<file path="src/rtl/mul8_nibble_seq.sv">
// Sequential 8x8 unsigned multiply/accumulate built around one shared
// 4x4 array multiplier core, stepped over four nibble partial products.
module mul8_nibble_seq #(
  parameter int W_ACC = 20
) (
  input  logic             clk,
  input  logic             rst,
  input  logic             in_valid,
  output logic             in_ready,
  input  logic [7:0]       a,
  input  logic [7:0]       b,
  input  logic             acc_en,
  output logic             out_valid,
  input  logic             out_ready,
  output logic [15:0]      product,
  output logic [W_ACC-1:0] acc,
  output logic             busy
);

  if (W_ACC < 16) begin : g_w_acc_chk
    $error("mul8_nibble_seq: W_ACC must be at least 16");
  end

  typedef enum logic [1:0] {
    IDLE,
    MUL,
    DONE
  } state_t;

  state_t      state;
  state_t      state_nxt;
  logic [1:0]  step;
  logic [7:0]  a_q;
  logic [7:0]  b_q;
  logic        en_q;
  logic [15:0] psum;
  logic [15:0] psum_nxt;
  logic [3:0]  core_a;
  logic [3:0]  core_b;
  logic [7:0]  pp;
  logic [15:0] pp_sh;

  // Operand-register mux only; external a/b never reach the core.
  always_comb begin
    core_a = a_q[3:0];
    core_b = b_q[3:0];
    pp_sh  = '0;
    unique case (step)
      2'd0: begin
        pp_sh = {8'b0, pp};
      end
      2'd1: begin
        core_a = a_q[7:4];
        pp_sh  = {4'b0, pp, 4'b0};
      end
      2'd2: begin
        core_b = b_q[7:4];
        pp_sh  = {4'b0, pp, 4'b0};
      end
      default: begin
        core_a = a_q[7:4];
        core_b = b_q[7:4];
        pp_sh  = {pp, 8'b0};
      end
    endcase
  end

  // 4x4 array core: sum of shifted AND rows.
  always_comb begin
    pp = '0;
    for (int i = 0; i < 4; i++) begin
      if (core_b[i]) begin
        pp = pp + ({4'b0, core_a} << i);
      end
    end
  end

  assign psum_nxt = psum + pp_sh;

  always_comb begin
    state_nxt = state;
    unique case (state)
      IDLE: if (in_valid) state_nxt = MUL;
      MUL:  if (step == 2'd3) state_nxt = DONE;
      DONE: if (out_ready) state_nxt = IDLE;
      default: state_nxt = IDLE;
    endcase
  end

  assign in_ready  = (state == IDLE) && !rst;
  assign out_valid = (state == DONE);
  assign busy      = (state != IDLE);

  always_ff @(posedge clk) begin
    if (rst) begin
      state   <= IDLE;
      step    <= '0;
      a_q     <= '0;
      b_q     <= '0;
      en_q    <= 1'b0;
      psum    <= '0;
      product <= '0;
      acc     <= '0;
    end else begin
      state <= state_nxt;
      unique case (state)
        IDLE: begin
          if (in_valid) begin
            a_q  <= a;
            b_q  <= b;
            en_q <= acc_en;
            psum <= '0;
            step <= '0;
          end
        end
        MUL: begin
          psum <= psum_nxt;
          step <= step + 2'd1;
          if (step == 2'd3) begin
            product <= psum_nxt;
            acc     <= en_q ? acc + W_ACC'(psum_nxt)
                            : W_ACC'(psum_nxt);
          end
        end
        default: ;
      endcase
    end
  end

endmodule

</file>
<file path="config.mk">
export PLATFORM = sky130hd
export DESIGN_NAME = mul8_nibble_seq
export DESIGN_NICKNAME = d
export VERILOG_FILES = /design/src/rtl/mul8_nibble_seq.sv
export SDC_FILE = /design/constraint.sdc
export NUM_CORES = 1
export LEC_CHECK = 0
export CAP_MARGIN = 30
export CORE_AREA = 3 3 120 122
export DETAILED_ROUTE_END_ITERATION = 6
export DIE_AREA = 0 0 123 125
export PLACE_DENSITY = 0.64
export REMOVE_ABC_BUFFERS = 1
export SETUP_SLACK_MARGIN = 0.5
export SYNTH_ARGS = -nofsm -noshare
export SYNTH_HDL_FRONTEND = slang
export SYNTH_SLANG_ARGS = --single-unit
</file>
<file path="constraint.sdc">
create_clock -name clk -period 9.2 [get_ports clk]
set_input_delay 1.84 -clock clk [delete_from_list [all_inputs] [get_ports clk]]
set_output_delay 1.84 -clock clk [all_outputs]
set_load 0.005 [all_outputs]
</file>
==> flow_summary.yaml <==
logic_synthesis:
  synth_top_area_share_pct: 27.6
  ys_seq_elements: 73
  synthCells: 656
  synth_area_per_cell_um2: 8.08
  synth-edff-count: 0
  synthesis.area_um2: 5300
  synth_area_leader_cell: "dfxtp_1"
  synth-main-ff-cell: "dfxtp_1"
  synth_cell_types: 65
  ys_async_sr_fraction_pct: 0
  ys_seq_area_share_pct: 27.6
  yosys_warnings: 0
  synth_area_leaders: "dfxtp_1, ha_1, a21oi_1, nand2_1, nor2_1"
worst_setup_path:
  cp_max_fo: 11
  worst_ep_arrival_time_ns: 8.29
  rr_endpoint: "acc[18]"
  cp-start-kind: "flop"
  slowest_stage: "or3b_2"
  cp-endpoint: "acc[18]"
  cp-startpoint: "step[0]"
  crit_path_max_incr_delay_ns: 0.48
  crit_type: "reg -> reg"
  rr_startpoint: "step[0]"
  reg2reg_depth: 37
  crit_required_ns: 9.47
  crit_path_end_kind: "flop"
  r2r_slack_ns: 1.17
  cpMostUsedCell: "ha_1"
die:
  die_h_um: 125
  dieArea_um2: 15400
  io_pins: 60
  num_rows: 42
  die_w_um: 123
  initial_core_util_pct: 39.8
  core_area_um2: 13300
status:
  outcome: "finished, final reports clean"
min_path:
  holdCritPathClass: "reg -> reg"
  hold_start: "product[6]"
sta:
  grt_setup_unrepaired: "no"
  finalHoldViolCount: 0
  timing.fmax_mhz: 125
  skew_ns: 0.00729
  final-max-slew-violation-count: 0
  relSlewSlack_pct: 48.4
  period_needed_ns: 8.03
  fin_crit_sh_pct: 87.2
  worst_hold_slack_ns: 0.453
  setup_viol: 0
  fin_setup_tns_ns: 0
  worst_pin_slew_ns: 0.774
routing:
  vias: 4765
  drtAntennaViolNets: 0
  post_drt_wl_per_cell_um: 15.3
  drc_errors: 0
  routed_wl_um: 13600
  drt_iter0_markers: 264
  first_pass_iters: 4
  via_per_inst: 5.38
final_layout:
  nNetsFinal: 779
  final_common_cell: "nand2_1"
  areaGrowthSynthToFinish_pct: 19.7
  layout-drive-gt1-share_pct: 8.60
  antennaDiodeCount: 0
  final_cell_mix: "nand2_1, a21oi_1, dfxtp_1, clkdlybuf4s50_1, nor2_1"
clock_network:
  numCtsBuffers: 9
  clock-sinks: 73
  cts_tree: "yes"
  cts_max_level: 3
  clk_latency_ns: 0.35
  path_clk_slew_ns: 0.06
  cts-root-buf: "clkbuf_16"
  postCtsSetupRepairBufs: 0
  clock_path_buffers: 2
power:
  p_per_area_nw_per_um2: 119
  leakage_uw: 0.00262
  max-vdd-ir-drop_mv: 0.0856
  power_uw: 754
global_routing:
  grt_util_all_layers_pct: 18.3
  grt_max_degree: 72
  antenna_found_initial: 0
  grt_pass1_wl_um: 22900
  grt_overflow: 0
  grt_pass1_vias: 4719
placement:
  numPortBuffers: 59
  place.gp.congestion: 0.903
  hpwl_um: 10100
run:
  cap_violations: 0
[where the power goes]
part,switching [uW],internal (uW),leakage [uW]
clock,133,196,0.000139
sequential,4.33,322,0.000591
combinational,58.9,39.5,0.00189
total,196,558,0.00262
[final cells by class]
type / instances / area, um^2
Fill cell: 1308 / 6960
Inverter: 21 / 78.8
Timing Repair Buffer: 66 / 638
Clock inverter: 3 / 15.0
Tap cell: 176 / 220
Clock buffer: 13 / 260
Multi-Input combinational cell: 533 / 3670
Sequential cell: 73 / 1460
[per-stage QoR]
step	utilization, %	setup WS (ns)	instances	instance area, um^2
floorplan	-	1.84	627	5180
CTS	47.5	0.827	885	6310
detailed placement	45.4	0.887	869	6040
global route	47.7	0.554	885	6340
global placement	45.4	1.24	869	6040
finish	47.7	1.17	885	6340
[critical path: cells and delay by family, from the launching register on]
family / cells / cell delay (ns)
AOI/OAI and AO/OA: 15 / 2.73
adders and majority gates: 8 / 2.39
and+or+nand+nor: 7 / 1.30
muxes: 2 / 0.50
xor gates and xnor gates: 3 / 0.47
DFF: 1 / 0.40
buffers and inverters: 2 / 0.16
[flip-flops by register name (all words and copies together) (netlist names)]
name / flops
a_q: 8
b_q: 8
acc: 20
step: 2
psum: 16
product: 16
en_q: 1
state: 2
[worst min path at each step]
stage | endpoint | slack [ns] | depth (start not counted)
after floorplan | a_q[7] | 0.43 | 2
after global placement | product[11] | 0.44 | 2
after detailed placement | product[6] | 0.45 | 2
after CTS | product[6] | 0.45 | 2
after global routing | product[6] | 0.47 | 2
final | product[6] | 0.45 | 2
[Yosys cell counts (all sizes together) (3+ instances only)]
| cell type | number |
|---|---|
| a211oi | 15 |
| a21boi | 3 |
| a21o | 13 |
| a21oi | 86 |
| a22o | 4 |
| a22oi | 3 |
| a311oi | 3 |
| a31oi | 9 |
| and2 | 11 |
| and3 | 5 |
| buf | 6 |
| clkbuf | 23 |
| dfxtp | 73 |
| fa | 5 |
| ha | 49 |
| inv | 21 |
| mux2 | 9 |
| mux2i | 19 |
| nand2 | 92 |
| nand2b | 6 |
| nand3 | 28 |
| nand4 | 3 |
| nor2 | 52 |
| nor2b | 9 |
| nor3 | 10 |
| o211ai | 6 |
| o21ai | 24 |
| o21bai | 6 |
| or3 | 10 |
| xnor2 | 19 |
| xor2 | 9 |
[routing by layer]
layer,GRT usage [%],routed length [um]
met2,30.1,6470
met1,24.3,6350
met3,3.61,502
met4,5.47,235
met5,0,0
[logic make-up after synthesis]
| kind of cell | synth area share [%] |
|---|---|
| AO/OA/AOI/OAI | 24.2 |
| XOR/XNOR | 4.63 |
| adder cells (fa/ha/maj) | 13.5 |
| buffers and inverters | 3.76 |
| flip-flops | 27.6 |
| multiplexers | 5.98 |
| AND/OR/NAND/NOR | 20.4 |
[repair_timing]
item / 4_1_cts / 5_1_grt
gates resized for setup: 0 / 6
endpoints found under the setup margin: 0 / 7
hold buffers: 0 / 0
Power figures use the tool's default switching activity.
==> edit: new RTL, config.mk and constraints unchanged <==
Re-encode `state_t` (3 states) as one-hot, 3 bits wide.
--- a/src/rtl/mul8_nibble_seq.sv
+++ b/src/rtl/mul8_nibble_seq.sv
@@ -21,10 +21,10 @@
     $error("mul8_nibble_seq: W_ACC must be at least 16");
   end
 
-  typedef enum logic [1:0] {
-    IDLE,
-    MUL,
-    DONE
+  typedef enum logic [2:0] {
+    IDLE = 3'b001,
+    MUL  = 3'b010,
+    DONE = 3'b100
   } state_t;
 
   state_t      state;
Formal check against the unedited RTL: no difference found for any inputs over 4 cycles, from zero or initial values and one cycle with rst high; so few cycles prove little.
==> edit against the original RTL <==
Sequential cell count rose by 1; synthesized area decreased by 1.8%; wire length shrank 2.5%; critical endpoint is now acc[19]; final area shrank 1.3%; power rose by 3.4%; first-iteration DRC count is 34% higher; cell count up 0.68%; worst setup slack better by 0.029 ns.
==> edit: results (changes against the original RTL) <==
status - finished, final reports clean
r2r endpoint - acc[19]
Synth Area in XOR/XNOR - 5.53% (+0.90 points)
global-route wire length before repair - 21.7 mm (-5.2%)
CP max FO - 6 (-5)
Pint - 593 µW (+6.2%)
number of global-route vias before repair - 4491 (-4.8%)
gr usage total - 17.3% (-1.0 points)
Final GP Congestion - 0.845 (-6.4%)
dpl ws - 0.976 ns (+0.0894 ns)
fill count - 1296 (-0.92%)
reg2reg path depth - 35 (-5.4%)
Post-Syn Area - 5200 µm² (-1.8%)
count of plain and timing-repair buffers - 63 (-4.5%)
fraction of area in multi-input gates - 56.1% (-1.7 points)
placed insts - 875 (+0.69%)
NonClk Buf Share - 9.84% (-0.23 points)
Comb power frac - 9.2% (-3.9 points)
ranking of synthesized cells by area - dfxtp_1 28%, ha_1 12%, a21oi_1 8.2%, nand2_1 7.7%, nor2_1 3.8%
nets@finish - 785 (+0.77%)
#MultiIn Comb - 531 (-0.38%)
Arr. time, crit path - 8.21 ns (-0.08 ns)
inverters - 31 (+48%)
Critical-path top delay cell - fa_1
synth unique cells - 67 (+3.1%)
slew at the pin closest to its max-slew limit - 0.871 ns (+0.0975 ns)
drt pass-1 iters - 5 (+1)
share of the yosys chip area belonging to registers - 28.5% (+0.90 points)
Layout clock buffers - 11 (-2)
Avg Cell Area, Syn - 7.87 µm² (-2.6%)
share of cells above drive strength 1 - 7.97% (-0.63 points)
mux share of post-synthesis cell area - 5.99% (+0.016 points)
edit: cell types whose count changed after synthesis, sizes merged, moves of 4 or more:
cell | before | now
nor3 | 10 | 15
nor2b | 9 | 3
a221oi | 0 | 4
xor2 | 9 | 13
clkbuf | 23 | 19
or3 | 10 | 1
nand2 | 92 | 107
inv | 21 | 30
nor2 | 52 | 56
edit: how the worst max path moves through the flow:
stage               cells past startpoint  slack (ns)      end    start
finish                                 35        1.20  acc[19]  step[0]
global route                           36        0.50  acc[15]  step[0]
CTS                                    35        0.92  acc[16]  step[0]
detailed placement                     35        0.98  acc[19]  step[0]
global placement                       35        1.20  acc[19]  step[0]
floorplan                              35        1.90  acc[16]  step[0]
edit: metal layers:
metal | wire length [µm] | track usage [%] | up-vias
met5 | 0 | 0 | -
met4 | 263 | 6.38 | 0
met3 | 423 | 3.39 | 19
met2 | 6210 | 27.0 | 85
met1 | 6320 | 23.7 | 2227
li1 | - | - | 2429
